==> config.mk <==
export PLATFORM = sky130hd
export DESIGN_NAME = bcd_scan_counter_flat
export DESIGN_NICKNAME = d
export VERILOG_FILES = /design/src/rtl/bcd_scan_counter_pkg.sv /design/src/rtl/bcd_scan_counter_if.sv /design/src/rtl/bcd_scan_counter_cell.sv /design/src/rtl/bcd_scan_counter.sv /design/src/flat_wrapper.sv
export SDC_FILE = /design/constraint.sdc
export NUM_CORES = 1
export LEC_CHECK = 0
export BUFFER_PORTS_ARGS = -buffer_cell sky130_fd_sc_hd__buf_4
export CAP_MARGIN = 20
export CORE_ASPECT_RATIO = 2
export CORE_MARGIN = 2
export CORE_UTILIZATION = 40
export DETAILED_ROUTE_END_ITERATION = 10
export MAX_ROUTING_LAYER = met4
export PLACE_DENSITY = 0.6
export SETUP_SLACK_MARGIN = 0.15
export SLEW_MARGIN = 25
export SYNTH_ARGS = -nofsm -noshare
export SYNTH_HDL_FRONTEND = slang
export SYNTH_SLANG_ARGS = --single-unit
==> constraint.sdc <==
create_clock -name clk -period 3.5 [get_ports clk]
set_clock_uncertainty 0.15 [all_clocks]
set_input_delay 0.175 -clock clk [delete_from_list [all_inputs] [get_ports clk]]
set_output_delay 0.175 -clock clk [all_outputs]
set_load 0.02 [all_outputs]
==> src/rtl/bcd_scan_counter_pkg.sv <==
// Shared BCD types and helpers for the scanned BCD counter.
package bcd_pkg;

    typedef logic [3:0] bcd_digit_t;

    localparam bcd_digit_t BCD_MAX = 4'd9;
    localparam bcd_digit_t BCD_MIN = 4'd0;

    // Non-decimal nibbles saturate to 9 so a bad load never leaves an illegal digit.
    function automatic bcd_digit_t bcd_clamp(bcd_digit_t d);
        return (d > BCD_MAX) ? BCD_MAX : d;
    endfunction

endpackage

==> src/rtl/bcd_scan_counter_if.sv <==
// Control/data bundle between the counter and whatever drives it and reads the display bus.
interface bcd_scan_counter_if #(
    parameter int NDIG = 2
);
    logic                en;
    logic                up;
    logic                load;
    logic [4*NDIG-1:0]   load_val;
    logic [4*NDIG-1:0]   count;
    logic [0:3]          bcd_out;
    logic [NDIG-1:0]     dig_sel;
    logic                tc;

    modport master (
        output en, up, load, load_val,
        input  count, bcd_out, dig_sel, tc
    );

    modport slave (
        input  en, up, load, load_val,
        output count, bcd_out, dig_sel, tc
    );
endinterface

==> src/rtl/bcd_scan_counter_cell.sv <==
// One decade of the counter; carry/borrow out feeds the step of the next decade.
module bcd_digit_cell
    import bcd_pkg::*;
(
    input  logic       clk,
    input  logic       rst,
    input  logic       load,
    input  bcd_digit_t ld_val,
    input  logic       step,
    input  logic       up,
    output bcd_digit_t digit,
    output logic       co
);

    assign co = step && (up ? (digit == BCD_MAX) : (digit == BCD_MIN));

    always_ff @(posedge clk) begin
        if (rst) begin
            digit <= BCD_MIN;
        end else if (load) begin
            digit <= bcd_clamp(ld_val);
        end else if (step) begin
            if (up)
                digit <= (digit == BCD_MAX) ? BCD_MIN : digit + 4'd1;
            else
                digit <= (digit == BCD_MIN) ? BCD_MAX : digit - 4'd1;
        end
    end

endmodule

==> src/rtl/bcd_scan_counter.sv <==
// Multi-digit BCD up/down counter with prescaler and load, plus a digit scanner that
// time-multiplexes the decades onto one bit-reversed BCD bus with active-low digit select.
module bcd_scan_counter
    import bcd_pkg::*;
#(
    parameter int NDIG     = 2,
    parameter int PRESCALE = 50_000_000,
    parameter int SCAN_DIV = 50_000
)(
    input logic               clk,
    input logic               rst,
    bcd_scan_counter_if.slave bus
);

    localparam int PW = (PRESCALE > 1) ? $clog2(PRESCALE) : 1;
    localparam int SW = (SCAN_DIV > 1) ? $clog2(SCAN_DIV) : 1;
    localparam int IW = (NDIG > 1) ? $clog2(NDIG) : 1;

    localparam logic [PW-1:0] PRE_LAST  = PW'(PRESCALE - 1);
    localparam logic [SW-1:0] SCAN_LAST = SW'(SCAN_DIV - 1);
    localparam logic [IW-1:0] IDX_LAST  = IW'(NDIG - 1);

    logic [PW-1:0]               pre;
    logic                        tick;
    logic [NDIG:0]               carry;
    logic [NDIG-1:0][3:0]        digits;
    logic                        tc_q;

    logic [SW-1:0]               scan_tmr;
    logic [IW-1:0]               scan_idx;
    logic [IW-1:0]               idx_nxt;
    logic [NDIG-1:0]             dsel_q;
    logic [NDIG-1:0]             dsel_nxt;
    bcd_digit_t                  cur_digit;
    logic [0:3]                  bcd_q;
    logic [0:3]                  bcd_nxt;

    // ---------------- prescaler / count chain ----------------
    assign tick = bus.en && (pre == PRE_LAST);

    always_ff @(posedge clk) begin
        if (rst)
            pre <= '0;
        else if (bus.load)
            pre <= '0;
        else if (bus.en)
            pre <= tick ? '0 : pre + 1'b1;
    end

    assign carry[0] = tick;

    for (genvar k = 0; k < NDIG; k++) begin : g_dig
        bcd_digit_cell u_cell (
            .clk    (clk),
            .rst    (rst),
            .load   (bus.load),
            .ld_val (bus.load_val[4*k +: 4]),
            .step   (carry[k]),
            .up     (bus.up),
            .digit  (digits[k]),
            .co     (carry[k+1])
        );
    end

    // Carry out of the top decade on a real tick is exactly the wrap event.
    always_ff @(posedge clk) begin
        if (rst)
            tc_q <= 1'b0;
        else
            tc_q <= tick && !bus.load && carry[NDIG];
    end

    // ---------------- digit scanner ----------------
    always_ff @(posedge clk) begin
        if (rst)
            scan_tmr <= '0;
        else
            scan_tmr <= (scan_tmr == SCAN_LAST) ? '0 : scan_tmr + 1'b1;
    end

    always_comb begin
        idx_nxt = scan_idx;
        if (scan_tmr == SCAN_LAST)
            idx_nxt = (scan_idx == IDX_LAST) ? '0 : scan_idx + 1'b1;
    end

    // Select and data both derive from idx_nxt so they always flip on the same edge.
    always_comb begin
        dsel_nxt  = ~(NDIG'(1) << idx_nxt);
        cur_digit = digits[idx_nxt];
        bcd_nxt   = '0;
        for (int i = 0; i < 4; i++)
            bcd_nxt[i] = cur_digit[i];
    end

    always_ff @(posedge clk) begin
        if (rst) begin
            scan_idx <= '0;
            dsel_q   <= ~NDIG'(1);
            bcd_q    <= '0;
        end else begin
            scan_idx <= idx_nxt;
            dsel_q   <= dsel_nxt;
            bcd_q    <= bcd_nxt;
        end
    end

    assign bus.count   = digits;
    assign bus.tc      = tc_q;
    assign bus.dig_sel = dsel_q;
    assign bus.bcd_out = bcd_q;

endmodule

==> src/flat_wrapper.sv <==
// flat-port wrapper written by rule: the top's interface ports become plain ports
module bcd_scan_counter_flat import bcd_pkg::*;
#(
    parameter int NDIG     = 2,
    parameter int PRESCALE = 50_000_000,
    parameter int SCAN_DIV = 50_000
)
  (clk, rst, bus_en, bus_up, bus_load, bus_load_val, bus_count, bus_bcd_out, bus_dig_sel, bus_tc);
  bcd_scan_counter_if #(.NDIG(NDIG)) bus_i ();
  input logic clk;
  input logic rst;
  input wire logic [$bits(bus_i.en)-1:0] bus_en;
  input wire logic [$bits(bus_i.up)-1:0] bus_up;
  input wire logic [$bits(bus_i.load)-1:0] bus_load;
  input wire logic [$bits(bus_i.load_val)-1:0] bus_load_val;
  output wire logic [$bits(bus_i.count)-1:0] bus_count;
  output wire logic [$bits(bus_i.bcd_out)-1:0] bus_bcd_out;
  output wire logic [$bits(bus_i.dig_sel)-1:0] bus_dig_sel;
  output wire logic [$bits(bus_i.tc)-1:0] bus_tc;
  assign bus_i.en = bus_en;
  assign bus_i.up = bus_up;
  assign bus_i.load = bus_load;
  assign bus_i.load_val = bus_load_val;
  assign bus_count = bus_i.count;
  assign bus_bcd_out = bus_i.bcd_out;
  assign bus_dig_sel = bus_i.dig_sel;
  assign bus_tc = bus_i.tc;
  bcd_scan_counter #(.NDIG(NDIG), .PRESCALE(PRESCALE), .SCAN_DIV(SCAN_DIV)) u_core (.clk(clk), .rst(rst), .bus(bus_i));
endmodule
Word level (Yosys, flattened, before mapping)
Index checks and enable logic that the tools add are counted.

operators by class
  $add $sub $neg = 7
  magnitude comparators = 3
  equal/unequal tests = 4
  shift-type cells = 1
  multiplexer cells = 19
  bitwise logic cells = 1
  reduce and logical (&&, ||, !) cells = 12

operator list
  operator                                                     number
  2-to-1 mux 4 bit                                             14
  adder 26 x 1 -> 26 bit (second input constant)               1
  == test 26 bit (second input constant)                       1
  2-to-1 mux 26 bit                                            1
  adder 16 x 1 -> 16 bit (second input constant)               1
  == test 16 bit (second input constant)                       1
  adder 4 x 1 -> 4 bit (second input constant)                 2
  == test 4 bit (second input constant)                        2
  greater-than comparator 4 bit (second input constant)        2
  logical NOT 4 bit                                            2
  subtractor 4 x 1 -> 4 bit (second input constant)            2
  logical AND 1 bit                                            5
  2-to-1 mux 1 bit                                             4
  nonzero test 2 bit                                           2
  OR reduction 2 bit                                           2
  less-than comparator 1 x 2 -> 1 bit (second input constant)  1
  inverter 2 bit                                               1
  << shifter 1 x 1 -> 2 bit (first input constant)             1
  adder 1 bit (second input constant)                          1
  logical NOT 1 bit                                            1

storage, ports and cells
  flip-flop bits (word level) = 58
  input port bits = 13
  output and inout port bits = 15
  logic and storage cells = 55

Logic depth before layout (Yosys ltp)
  depth after elaboration = 5
  gate-level depth with buffers = 8

Modules after synthesis
From an unflattened synthesis, not the netlist that was laid out.

second synthesis, totals
  cell total of the unflattened synthesis = 353
  area total of the unflattened synthesis = 2982.9 sq um

by module, submodules not included
  module            times used  cells an instance  area an instance (sq um)  sequential area each (sq um)
  bcd_scan_counter  1           273                2309.7                    980.9
  bcd_digit_cell    2           40                 336.6                     80.1

Worst setup path before layout
Ideal clock, no wire load.

  path kind = register -> register
  start point = register u_core.scan_tmr[0]
  end point = register u_core.scan_tmr[10]
  arrival time = 1.898 ns
  setup slack = 1.325 ns
  stages on the path, launching flop included = 9
  buffers on the path = 2
  period minus slack after synthesis = 2.175 ns
  path through = dfxtp_1 > ha_1 > nand3_1 > or4_1 > nor3_1 > or2_2 > clkbuf_1 > clkbuf_1 > nor2_1

on the way
  word-level cells in the longest chain between the ends = 2

RTL lines
  what                                                            RTL line                RTL
  from (decl)                                                     bcd_scan_counter.sv:29  logic [SW-1:0] scan_tmr;
  from (signal assigned)                                          bcd_scan_counter.sv:78  scan_tmr <= (scan_tmr == SCAN_LAST) ? '0 : scan_tmr + 1'b1;
  branches (longest 2 deep; another with adder 16 x 1 -> 16 bit)  --

Parallel ways; which one is timed is not known.
A chain may end at the register's enable or synchronous reset.

Worst setup path in the final report
  start point = register u_core.pre[0]
  end point = register u_core.g_dig[1].u_cell.digit[3]

on the way
  word-level cells in the longest chain between the ends = 4

RTL lines
  what                                 RTL line                     RTL
  from (decl)                          bcd_scan_counter.sv:23       logic [PW-1:0] pre;
  from (signal assigned)               bcd_scan_counter.sv:47       pre <= tick ? '0 : pre + 1'b1;
  == test 26 bit                       bcd_scan_counter.sv:39       assign tick = bus.en && (pre == PRE_LAST);
  logical AND 1 bit                    bcd_scan_counter.sv:39
  logical AND 1 bit                    bcd_scan_counter_cell.sv:15  assign co = step && (up ? (digit == BCD_MAX) : (digit == BCD_MIN));
  nonzero test 2 bit (no source line)  --
  to (signal assigned)                 bcd_scan_counter_cell.sv:21  digit <= bcd_clamp(ld_val);
  to (signal assigned)                 bcd_scan_counter_cell.sv:24  digit <= (digit == BCD_MAX) ? BCD_MIN : digit + 4'd1;
  to (signal assigned)                 bcd_scan_counter_cell.sv:26  digit <= (digit == BCD_MIN) ? BCD_MAX : digit - 4'd1;
  to (decl)                            bcd_scan_counter_cell.sv:11  output bcd_digit_t digit,

Every way passes these cells.

==> summary.txt <==
Timing
  • Total Neg Setup Slack: 0 ns
  • Fin crit share: 0.8424
  • Slew Limit Fails: 0
  • Endpoints failing hold: 0
  • Post-layout min period: 2.948 ns
  • Max-slew headroom: 0.4067
  • Setup violators final: 0
  • Peak Freq: 339.2 MHz
  • RSZ-0062 raised after global routing: false
  • Worst slew pin tran: 0.8825 ns

Critical path
  • Crit start category: flop
  • Crit Path Class: flop to flop
  • Req. time, crit path: 3.56 ns
  • CP endpoint kind: flop
  • Largest fanout on the critical path: 7
  • Critical Path AT: 3.01 ns

Clock network
  • CTS Sinks: 57
  • CTS Buf Count: 9
  • Clock Path Buffers: 2
  • Resize count post-CTS: 0
  • Hold_buf cts: 6
  • CTS tree: yes
  • CTS root buf: clkbuf_16
  • Clk pin slew, worst setup/hold paths: 0.05 ns
  • H-tree depth: 3
  • Post-CTS setup buffers: 0
  • Clk Latency, worst-skew pair: 0.33 ns

Global routing
  • Vias in the first global route: 2307
  • Initial antenna violation count: 0
  • GRT Overall Usage: 0.1736
  • Overflow after GRT: 0
  • Largest net degree at the start of global routing: 21
  • First-pass GRT wire length: 10650 um

Synth
  • Top post-synthesis cells by count: dfxtp_1 (57), nor2_1 (57), nand2_1 (30), xor2_1 (27), nand3_1 (20)
  • Compound-Gate Fraction of Synth Area: 0.09312
  • Mean Syn Cell Area: 8.298 sq um
  • Main combinational cell family by area after synthesis: simple AND/OR/NAND/NOR gates
  • Area contributors post-synth: dfxtp_1 (39%), xor2_1 (8.1%), nor2_1 (7.3%)
  • Main flop type after synthesis: dfxtp_1
  • Netlist cell types: 53
  • Post-Synthesis Cell Area: 2929 sq um
  • Synth Warn #: 0
  • #FFs+latches synth: 57
  • Synth top area share: 0.3896
  • EDFF count, synth: 0
  • Adder-Cell Fraction of Synth Area: 0.008543
  • Cell taking the most area after synthesis: dfxtp_1
  • Simple-Gate Fraction of Synth Area: 0.3148
  • Seq/Total Area, Yosys: 0.3896
  • Post-Synthesis Cells: 353
  • Syn Nets: 368
  • Post-synthesis xor/xnor area fraction: 0.1256
  • Multiplexer share of the synthesized area: 0.02777
  • Ys async rst share: 0

Detailed routing
  • Vias per cell: 5.331
  • Routed vias: 2543
  • Wire per inst: 13.00 um
  • DRT antenna net count: 0
  • DR pass1 iterations: 4
  • Post-Route WL: 6202 um
  • DR DRC count: 0
  • 1st-iter DRT viols: 135

Place
  • Gpl congestion: 0.7877
  • Hpwl dp: 4327 um
  • Port buffer count: 27

Die
  • Die Y: 125.0 um
  • FP Rows: 44
  • Die Wd: 64.51 um
  • Die area: 8065 sq um
  • Core ar.: 7157 sq um
  • Initial Utilization: 0.4093
  • # IOs: 28

Power and ir drop
  • Leakage: 1.308 nW
  • Power consumption: 1.625 mW
  • Power density over cell area: 461.2 nW/um^2
  • Worst vdd ir: 0.0002710 V

Cells and area
  • Nets: 395
  • Share of cells above drive strength 1: 0.1377
  • Area Growth Syn to Fin: 20.29%
  • # diodes: 0

Run
  • MaxCap Viol Count: 0

Min path
  • Min-Delay Path Class: primary input to flop

Run status
  • Outcome: finished clean
==> cells in the final DEF, fill, tap and decap left out, types with 5 or more instances in the layout <==
cell type,synthesis,final
dlygate4sd3_1,0,6
xnor2_1,15,15
mux2i_1,7,7
buf_4,2,28
nand3_1,20,20
inv_1,9,9
a21oi_1,8,8
nand2_1,30,30
and4_1,5,5
clkbuf_16,0,9
o21ai_0,6,6
nand2b_1,11,11
nor2_1,57,57
dfxtp_1,57,57
nor3_1,12,12
xor2_1,27,27
nand4_1,13,13
==> path summary, 6_finish.rpt <==
check                      from                              end  slack [ns]  cells after the start
max               u_core.pre[0]  u_core.g_dig[1].u_cell.digit[3]        0.55                      7
max reg2reg       u_core.pre[0]  u_core.g_dig[1].u_cell.digit[3]        0.55                      7
min reg2reg  u_core.scan_tmr[0]               u_core.scan_tmr[0]        0.28                      1
min                      bus_en                    u_core.pre[0]        0.02                      3
==> metal layers <==
layer  GRT usage  share of wire  vias to the layer above  wire length (um)
met4     0.08511          0.025                        0               157
met5           -              0                        -                 0
li1            -              -                     1281                 -
met3     0.05216          0.048                       15               296
met2      0.2543           0.46                       65              2825
met1      0.2157           0.47                     1182              2922
==> worst max-delay path, cell delays in order (launching register included) <==
cell	delay (ns)
dfxtp_1	0.40
ha_1	0.22
inv_1	0.08
or3_1	0.51
or3_1	0.48
o311ai_1	0.31
a21oi_1	0.11
dlygate4sd3_1	0.57
==> per-stage QoR <==
| stage | utilization | instances | cell area, sq um | hold slack (ns) | setup WS (ns) |
|---|---|---|---|---|---|
| 2_1_floorplan | - | 353 | 2929 | 0.1698 | 1.325 |
| 3_3_place_gp | 0.4428 | 455 | 3169 | 0.2718 | 1.201 |
| 3_5_place_dp | 0.4428 | 455 | 3169 | 0.2776 | 1.127 |
| 4_1_cts | 0.4923 | 477 | 3523 | 0.01293 | 0.5867 |
| 5_1_grt | 0.4923 | 477 | 3523 | 0.02751 | 0.3820 |
| 6_report | 0.4923 | 477 | 3523 | 0.01661 | 0.5516 |
==> power breakdown <==
part	total, mW	internal [mW]	switching [mW]	leakage, nW
Clock	0.828	0.552	0.277	0.149
Combinational	0.113	0.0525	0.0607	0.697
Sequential	0.683	0.662	0.0212	0.462
Total	1.62	1.27	0.359	1.31
==> registers in the layout, indices dropped and copies added, names as in the netlist <==
register / count
u_core.bus.bcd_out: 4
u_core.bus.tc: 1
u_core.g_dig.u_cell.digit: 8
u_core.bus.dig_sel: 2
u_core.scan_tmr: 16
u_core.pre: 26
==> cell families (layout without fill, tap and decap cells) <==
logic type	count (synthesis)	count (layout)
compound gates	38	38
flops	57	57
xor+xnor	42	42
mux	8	8
simple gates	179	179
buf+inv	27	59
fa+ha+maj	2	2
==> layout make-up <==
class | count | area, sq um
clock inverters | 2 | 10.01
inverters | 9 | 33.78
fillers | 703 | 3633
multi-input cells | 269 | 1669
well taps | 92 | 115.1
clock buffers | 14 | 284.0
repair buffers | 34 | 270.3
flip-flops and latches | 57 | 1141
Note: power is estimated with default switching activity, not from simulation.
